File: src/rtl/kuznechik_apb_master.sv
// APB initiator for the memory-mapped Kuznechik peripheral: turns each plaintext
// block from the input stream into a full write/request/poll/read/ack sequence.
module kuznechik_apb_master #(
  parameter int unsigned APB_ADDR_WIDTH = 12,
  parameter int unsigned APB_DATA_WIDTH = 32,
  parameter int unsigned POLL_LIMIT     = 1024
) (
  input  logic                      clk_i,
  input  logic                      rstn_i,
  input  logic                      blk_valid_i,
  output logic                      blk_ready_o,
  input  logic [127:0]              blk_data_i,
  output logic                      res_valid_o,
  input  logic                      res_ready_i,
  output logic [127:0]              res_data_o,
  output logic                      res_err_o,
  output logic [APB_ADDR_WIDTH-1:0] apb_paddr_o,
  output logic [APB_DATA_WIDTH-1:0] apb_pwdata_o,
  output logic                      apb_pwrite_o,
  output logic                      apb_psel_o,
  output logic                      apb_penable_o,
  input  logic [APB_DATA_WIDTH-1:0] apb_prdata_i,
  input  logic                      apb_pready_i,
  input  logic                      apb_pslverr_i
);
  localparam int unsigned BLK_W = 128;
  localparam int unsigned CNT_W = $clog2(POLL_LIMIT + 1);

  localparam logic [2:0] S_INIT    = 3'd0;
  localparam logic [2:0] S_IDLE    = 3'd1;
  localparam logic [2:0] S_WR_DIN  = 3'd2;
  localparam logic [2:0] S_WR_REQ  = 3'd3;
  localparam logic [2:0] S_POLL    = 3'd4;
  localparam logic [2:0] S_RD_DOUT = 3'd5;
  localparam logic [2:0] S_WR_ACK  = 3'd6;
  localparam logic [2:0] S_RESP    = 3'd7;

  localparam logic [1:0] PH_GAP    = 2'd0;
  localparam logic [1:0] PH_SETUP  = 2'd1;
  localparam logic [1:0] PH_ACCESS = 2'd2;

  localparam logic [7:0] A_RST   = 8'h00;
  localparam logic [7:0] A_REQ   = 8'h04;
  localparam logic [7:0] A_ACK   = 8'h08;
  localparam logic [7:0] A_VALID = 8'h0C;
  localparam logic [7:0] A_DIN0  = 8'h14;
  localparam logic [7:0] A_DOUT0 = 8'h24;

  logic [2:0]                state_q, state_d;
  logic [1:0]                ph_q, ph_d;
  logic [1:0]                idx_q, idx_d;
  logic [CNT_W-1:0]          cnt_q, cnt_d, cnt_inc;
  logic                      err_q, err_d;
  logic [BLK_W-1:0]          blk_q, blk_d, res_q, res_d;
  logic                      blk_ready_d, res_valid_d, res_err_d;
  logic [BLK_W-1:0]          res_data_d;
  logic [APB_ADDR_WIDTH-1:0] paddr_d;
  logic [APB_DATA_WIDTH-1:0] pwdata_d;
  logic                      pwrite_d, psel_d, penable_d;

  logic                      xfer_en, xfer_wr, xfer_done, ack_err;
  logic [7:0]                xfer_addr, word_off;
  logic [31:0]               xfer_wdata;

  assign xfer_done = (ph_q == PH_ACCESS) && apb_pready_i;
  assign word_off  = {4'd0, idx_q, 2'b00};
  assign cnt_inc   = cnt_q + CNT_W'(1);
  assign ack_err   = err_q | apb_pslverr_i;

  // Sequencer plus the SETUP/ACCESS/gap engine shared by every transfer step
  always_comb begin
    state_d     = state_q;
    ph_d        = ph_q;
    idx_d       = idx_q;
    cnt_d       = cnt_q;
    err_d       = err_q;
    blk_d       = blk_q;
    res_d       = res_q;
    blk_ready_d = blk_ready_o;
    res_valid_d = res_valid_o;
    res_data_d  = res_data_o;
    res_err_d   = res_err_o;
    paddr_d     = apb_paddr_o;
    pwdata_d    = apb_pwdata_o;
    pwrite_d    = apb_pwrite_o;
    psel_d      = apb_psel_o;
    penable_d   = apb_penable_o;
    xfer_en     = 1'b0;
    xfer_wr     = 1'b1;
    xfer_addr   = A_RST;
    xfer_wdata  = 32'd1;

    case (state_q)
      S_INIT: begin
        xfer_en = 1'b1;
        // slave error on the reset write is deliberately ignored
        if (xfer_done) begin
          state_d     = S_IDLE;
          blk_ready_d = 1'b1;
        end
      end
      S_IDLE: begin
        if (blk_valid_i && blk_ready_o) begin
          blk_d       = blk_data_i;
          res_d       = '0;
          err_d       = 1'b0;
          idx_d       = 2'd0;
          blk_ready_d = 1'b0;
          state_d     = S_WR_DIN;
        end
      end
      S_WR_DIN: begin
        xfer_en    = 1'b1;
        xfer_addr  = A_DIN0 + word_off;
        xfer_wdata = blk_q[{idx_q, 5'b0} +: 32];
        if (xfer_done) begin
          if (apb_pslverr_i) begin
            err_d   = 1'b1;
            state_d = S_WR_ACK;
          end else if (idx_q == 2'd3) begin
            idx_d   = 2'd0;
            state_d = S_WR_REQ;
          end else begin
            idx_d = idx_q + 2'd1;
          end
        end
      end
      S_WR_REQ: begin
        xfer_en   = 1'b1;
        xfer_addr = A_REQ;
        if (xfer_done) begin
          err_d   = apb_pslverr_i;
          cnt_d   = '0;
          state_d = apb_pslverr_i ? S_WR_ACK : S_POLL;
        end
      end
      S_POLL: begin
        xfer_en   = 1'b1;
        xfer_wr   = 1'b0;
        xfer_addr = A_VALID;
        if (xfer_done) begin
          if (apb_pslverr_i) begin
            err_d   = 1'b1;
            state_d = S_WR_ACK;
          end else if (apb_prdata_i[0]) begin
            idx_d   = 2'd0;
            state_d = S_RD_DOUT;
          end else if (cnt_inc == CNT_W'(POLL_LIMIT)) begin
            err_d   = 1'b1;
            state_d = S_WR_ACK;
          end else begin
            cnt_d = cnt_inc;
          end
        end
      end
      S_RD_DOUT: begin
        xfer_en   = 1'b1;
        xfer_wr   = 1'b0;
        xfer_addr = A_DOUT0 + word_off;
        if (xfer_done) begin
          res_d[{idx_q, 5'b0} +: 32] = 32'(apb_prdata_i);
          if (apb_pslverr_i) begin
            err_d   = 1'b1;
            state_d = S_WR_ACK;
          end else if (idx_q == 2'd3) begin
            state_d = S_WR_ACK;
          end else begin
            idx_d = idx_q + 2'd1;
          end
        end
      end
      S_WR_ACK: begin
        xfer_en   = 1'b1;
        xfer_addr = A_ACK;
        if (xfer_done) begin
          err_d       = ack_err;
          res_err_d   = ack_err;
          res_data_d  = ack_err ? '0 : res_q;
          res_valid_d = 1'b1;
          state_d     = S_RESP;
        end
      end
      S_RESP: begin
        if (res_ready_i) begin
          res_valid_d = 1'b0;
          blk_ready_d = 1'b1;
          state_d     = S_IDLE;
        end
      end
      default: state_d = S_INIT;
    endcase

    // gap cycle (psel low) before every SETUP keeps transfers from running back-to-back
    if (xfer_en) begin
      case (ph_q)
        PH_GAP: begin
          psel_d    = 1'b1;
          penable_d = 1'b0;
          paddr_d   = APB_ADDR_WIDTH'(xfer_addr);
          pwrite_d  = xfer_wr;
          pwdata_d  = xfer_wr ? APB_DATA_WIDTH'(xfer_wdata) : '0;
          ph_d      = PH_SETUP;
        end
        PH_SETUP: begin
          penable_d = 1'b1;
          ph_d      = PH_ACCESS;
        end
        PH_ACCESS: begin
          if (apb_pready_i) begin
            psel_d    = 1'b0;
            penable_d = 1'b0;
            ph_d      = PH_GAP;
          end
        end
        default: ph_d = PH_GAP;
      endcase
    end
  end

  always_ff @(posedge clk_i or negedge rstn_i) begin
    if (!rstn_i) begin
      state_q       <= S_INIT;
      ph_q          <= PH_GAP;
      idx_q         <= '0;
      cnt_q         <= '0;
      err_q         <= 1'b0;
      blk_q         <= '0;
      res_q         <= '0;
      blk_ready_o   <= 1'b0;
      res_valid_o   <= 1'b0;
      res_data_o    <= '0;
      res_err_o     <= 1'b0;
      apb_paddr_o   <= '0;
      apb_pwdata_o  <= '0;
      apb_pwrite_o  <= 1'b0;
      apb_psel_o    <= 1'b0;
      apb_penable_o <= 1'b0;
    end else begin
      state_q       <= state_d;
      ph_q          <= ph_d;
      idx_q         <= idx_d;
      cnt_q         <= cnt_d;
      err_q         <= err_d;
      blk_q         <= blk_d;
      res_q         <= res_d;
      blk_ready_o   <= blk_ready_d;
      res_valid_o   <= res_valid_d;
      res_data_o    <= res_data_d;
      res_err_o     <= res_err_d;
      apb_paddr_o   <= paddr_d;
      apb_pwdata_o  <= pwdata_d;
      apb_pwrite_o  <= pwrite_d;
      apb_psel_o    <= psel_d;
      apb_penable_o <= penable_d;
    end
  end

endmodule

File: config.mk
export PLATFORM = sky130hd
export DESIGN_NAME = kuznechik_apb_master
export DESIGN_NICKNAME = d
export VERILOG_FILES = /design/src/rtl/kuznechik_apb_master.sv
export SDC_FILE = /design/constraint.sdc
export NUM_CORES = 1
export LEC_CHECK = 0
export CAP_MARGIN = 20
export CORE_MARGIN = 5
export CORE_UTILIZATION = 50
export CTS_BUF_LIST = sky130_fd_sc_hd__clkbuf_4
export DETAILED_ROUTE_END_ITERATION = 10
export GPL_ROUTABILITY_DRIVEN = 0
export PLACE_DENSITY = 0.75
export SYNTH_ARGS = -nofsm -noshare
export SYNTH_HDL_FRONTEND = slang
export SYNTH_SLANG_ARGS = --single-unit
File: constraint.sdc
create_clock -name clk_i -period 3.1 [get_ports clk_i]
set_input_delay 0.93 -clock clk_i [delete_from_list [all_inputs] [get_ports clk_i]]
set_output_delay 0.93 -clock clk_i [all_outputs]
set_load 0.05 [all_outputs]
Yosys cells after proc, flatten, opt, wreduce, memory -nomap -nowiden
Cells that the tools add are included. Widths: inputs -> output; s select.

Shift operators: 3. $add $sub $neg: 5. Multiplexer cells: 64. Reductions and logical operators: 28. Bitwise logic cells: 1. Equal/unequal tests: 34.

Operators by type and width (count): $mux 128 (3); $pmux 128 s2 (1); $bwmux 128 (1); $shift 32x9->128 const A (1); $shiftx 128x8->32 (1); $shiftx 32x9->128 (1); $mux 32 (2); $mux 11 (5); $mux 3 (15); $pmux 7 s5 (1); $ne 2x2->1 const B (16); $mux 2 (12); $pmux 3 s8 (1); $pmux 11 s2 (1); $mux 1 (15); $eq 3x3->1 const B (4); $ne 3x3->1 const B (4); $reduce_and 3->1 (4); $add 11x1->11 const B (1); $eq 11x11->1 const B (1); $reduce_and 11->1 (1); $reduce_and 10->1 (1); $neg 7->9 (1); $reduce_and 9->1 (1); 27 further kinds (41).

Word-level logic and storage cells: 151. Input bits: 166. Output and inout bits: 178. Register bits: 449.

Longest topological paths before layout
Depth after elaboration: 7. Mapped depth: 10.

Worst setup path before layout
No wires, ideal clock.

Path kind: reg-to-reg. From: reg idx_q[1]. To: reg res_q[34]. Setup time: 0.065 ns. Setup slack: 0.531 ns. Arrival: 2.504 ns. Cell stages (with the launch flop): 10. Required time: 3.035 ns. Period minus slack after synthesis: 2.569 ns. Path buffers: 3. Cells stage by stage: dfrtp_1 -> clkbuf_1 -> clkbuf_1 -> inv_1 -> ha_1 -> inv_1 -> or3_1 -> nor3_2 -> buf_2 -> a22o_1.

Cells in the longest elaborated chain, start to end: 5.

Ends and longest elaborated chain: start: declaration (line 51) `logic [1:0] idx_q, idx_d;`; start signal: assignment (line 241) `idx_q <= idx_d;`; $neg 7->9 (*) (line 161) `res_d[{idx_q, 5'b0} +: 32] = 32'(apb_prdata_i);`; $shiftx 32x9->128 or $shift 32x9->128 (tied branches) (line 161); $bwmux 128 (*) (line 161); $mux 128 (*) (line 160) `if (xfer_done) begin`; $pmux 128 s2 (*) (line 93) `case (state_q)`; end signal: assignment (line 245) `res_q <= res_d;`; end: declaration (line 54) `logic [BLK_W-1:0] blk_q, blk_d, res_q, res_d;`.

Every way passes the cells marked *; elsewhere a longest branch is shown, timed or not. The select of a mux whose other input is x is not followed. A chain may end at the register's enable or synchronous reset.

Final worst setup path
From: reg res_data_o[102]. To: out res_data_o[102].

RTL lines: start: declaration (line 15) `output logic [127:0] res_data_o,`; start signal: assignment (line 248) `res_data_o <= res_data_d;`.

No word-level cell between the ends.

==> impl_metrics.json <==
{
  "synth_area_mm2": 0.01848,
  "startpoint": "res_data_o[102]",
  "timing.hold.ws_ns": 0.4551,
  "synthFlopType": "dfrtp_1",
  "finalSetupViolCount": 0,
  "grt_overflow_total": 0,
  "ir_drop_mv": 0.5297,
  "drv_slew": 0,
  "cp_cell_sequence": "clkdlybuf4s50_1",
  "slew_headroom_pct": 52.38,
  "area_growth_pct": 29.23,
  "clock_latency_ns": 0.81,
  "grt_usage_pct": 23.64,
  "dieArea_mm2": 0.04091,
  "grt_pass1_vias": 14670,
  "fin_crit_sh_pct": 96.27,
  "route.antenna.remaining_nets": 0,
  "power_density_mw_per_mm2": 740.5,
  "core_mm2": 0.03652,
  "cp-endpoint": "res_data_o[102]",
  "rr_startpoint": "cnt_q[0]",
  "io_pins": 344,
  "htreeDepth": 3,
  "cts.sinks": 445,
  "cp_top_family": "buffers and inverters",
  "start_util_pct": 50.60,
  "synth_xor_area_share_pct": 0.1354,
  "slowest_stage": "clkdlybuf4s50_1",
  "synth_async_sr_flop_share_pct": 100.0,
  "vias_per_cell": 5.448,
  "fp.dieW_um": 202.3,
  "row_count": 70,
  "synth_edf_count": 0,
  "timing.rr.end": "cnt_q[5]",
  "numPlacedInstances": 2401,
  "cp-end-kind": "output port",
  "hold_viol": 0,
  "cts_buffers": 112,
  "dp_hpwl_um": 33100,
  "synth_top_area_share_pct": 60.25,
  "rsz0062_at_grt": "false",
  "yosys.area_share.simple_pct": 15.60,
  "max_stage_delay_ns": 0.89,
  "fmax_ghz": 0.3351,
  "grt.met1_usage_pct": 30.37,
  "cts_buffer_depth": 3,
  "syn_inst": 1668,
  "cp_max_fo": 2,
  "syn_area_per_cell_um2": 11.08,
  "critical_path_class": "reg2out",
  "synthAdderAreaFrac_pct": 0.4739,
  "finalNetCount": 2221,
  "p_leak_nw": 11.01,
  "grt.busiest_layer": "met2",
  "fin_crit_ns": 2.984,
  "final.setup.tns_ns": 0,
  "synth_top_family_by_area": "simple AND/OR/NAND/NOR gates",
  "worstSetupStartpointType": "flop",
  "grt_pass1_wl_um": 78470,
  "critPathBufInv": 1,
  "synth-compound-area-share_pct": 8.347,
  "reg2reg_slack_ns": 0.64,
  "root_buffer": "clkbuf_4",
  "fin_util_pct": 65.40,
  "grt_use_met2_pct": 36.39,
  "reg2reg_depth": 7,
  "ys_types": 59,
  "first_pass_iters": 5,
  "post_drt_wl_per_cell_um": 18.60,
  "worstMarginPinSlew_ns": 0.7144,
  "path_clk_slew_ns": 0.07,
  "holdCritPathClass": "reg2reg",
  "cp.required_ns": 2.17,
  "drive_above_1_share_pct": 18.76,
  "grt_max_degree": 77,
  "fin_skew_ns": 0.04929,
  "vias": 14090,
  "met3_usage_pct": 9.241,
  "post_cts_buffers": 0,
  "outcome": "finished clean",
  "path_depth": 1,
  "numPortBuffers": 335,
  "worstHoldStart": "res_q[68]",
  "wl_um": 48110,
  "antenna_found_initial": 6,
  "synthTopCellsByCount": "nand2_1 (479), dfrtp_1 (445), nand3_1 (136), mux2_2 (129), o21ai_0 (114)",
  "tritoncts": "done",
  "remaining_drc_errors": 0,
  "ys_warn_count": 0,
  "seq_area_frac_synth_pct": 60.25,
  "arrival_ns": 2.05,
  "yosys.area.top_type": "dfrtp_1",
  "yosysMostFrequentCell": "nand2_1",
  "synth_seq_cells": 445,
  "first_iter_violations": 753,
  "fill_cells": 2831,
  "fin_cells": 2586,
  "ys_top_cells_by_area": "dfrtp_1 (60%), nand2_1 (9.7%), mux2_2 (7.9%)",
  "drv_cap": 0,
  "synth.mux.area_fraction_pct": 12.04,
  "die_y_um": 202.3
}
-- routing by layer --
metal,up-vias,share of wire (%)
met1,6915,40
li1,6539,-
met5,-,0.096
met2,528,46
met3,99,10
met4,8,3.1
-- cells in the final DEF (no fill, tap or decap), types with 3 or more instances in the layout --
cell type	instances
nor2_1	20
a31oi_1	5
o21ai_0	114
nor3_2	4
a21oi_1	11
inv_1	9
nand3_1	136
mux4_2	32
clkdlybuf4s50_1	328
or2_2	3
nand2_1	479
dlymetal6s2s_1	3
dfrtp_1	444
clkinv_1	24
ha_1	7
o21ai_1	8
clkinv_2	3
clkinv_4	3
and3_1	3
a22o_1	64
dlygate4sd2_1	3
nand2b_1	6
nor3_1	4
clkbuf_4	148
buf_12	15
conb_1	8
o21ai_4	5
o31ai_1	11
mux2_2	129
mux2i_1	4
buf_4	33
or3_1	3
-- stage by stage --
step	setup WS [ns]	total power, mW	cell area [um^2]
after floorplan	0.5305	11.23	18510
after global placement	0.1960	12.97	22550
after detailed placement	0.1406	13.16	22550
after CTS	0.003158	17.92	23870
after global routing	0.004900	18.79	23880
final	0.1155	17.69	23880
-- cell families (layout without fill, tap and decap cells) --
| kind of cell | after synthesis | in the layout |
|---|---|---|
| other | 1 | 10 |
| AOI/OAI and AO/OA | 234 | 234 |
| DFF | 445 | 445 |
| and+or+nand+nor | 679 | 679 |
| adders and majority gates | 7 | 7 |
| buffers and inverters | 134 | 575 |
| xor gates and xnor gates | 2 | 2 |
| muxes | 166 | 166 |
-- how the worst min path moves through the flow --
stage / cells after the start / to / slack [ns]
after CTS: 2 / res_data_o[68] / 0.45
after global routing: 2 / res_data_o[53] / 0.49
after detailed placement: 2 / res_data_o[8] / 0.46
after global placement: 2 / res_data_o[111] / 0.45
after floorplan: 2 / res_q[0] / 0.45
final: 2 / res_data_o[68] / 0.46
-- power breakdown --
part / leakage (nW) / total (mW) / switching [mW] / internal (mW)
Clock: 0.780 / 4.69 / 2.32 / 2.37
Combinational: 4.28 / 5.39 / 3.02 / 2.36
Sequential: 5.95 / 7.61 / 0.649 / 6.96
-- what timing repair did --
action,4_1_cts,5_1_grt
hold endpoints to repair,6,0
hold buffers,1,0
endpoints found under the setup margin,3,3
resized for setup,3,3
-- layout make-up --
class | count | area, um^2 | area share [%]
inverter | 9 | 33.78 | 0.1414
clock inverter | 34 | 209.0 | 0.8748
tap | 468 | 585.6 | 2.452
clock buffer | 148 | 1111 | 4.652
antenna | 2 | 5.005 | 0.02095
multi-input combinational | 1096 | 6883 | 28.82
sequential | 445 | 11140 | 46.63
timing repair buffer | 384 | 3920 | 16.41
-- sequential cells by signal, indices dropped and copies added, names as in the netlist --
name	cells
apb_paddr_o	4
res_q	128
apb_psel_o	1
apb_pwdata_o	32
res_data_o	128
blk_ready_o	1
cnt_q	11
ph_q	2
apb_pwrite_o	1
state_q	3
idx_q	2
res_valid_o	1
res_err_o	1
err_q	1
blk_q	128
apb_penable_o	1
No activity file was read; power rests on OpenSTA's default activity.
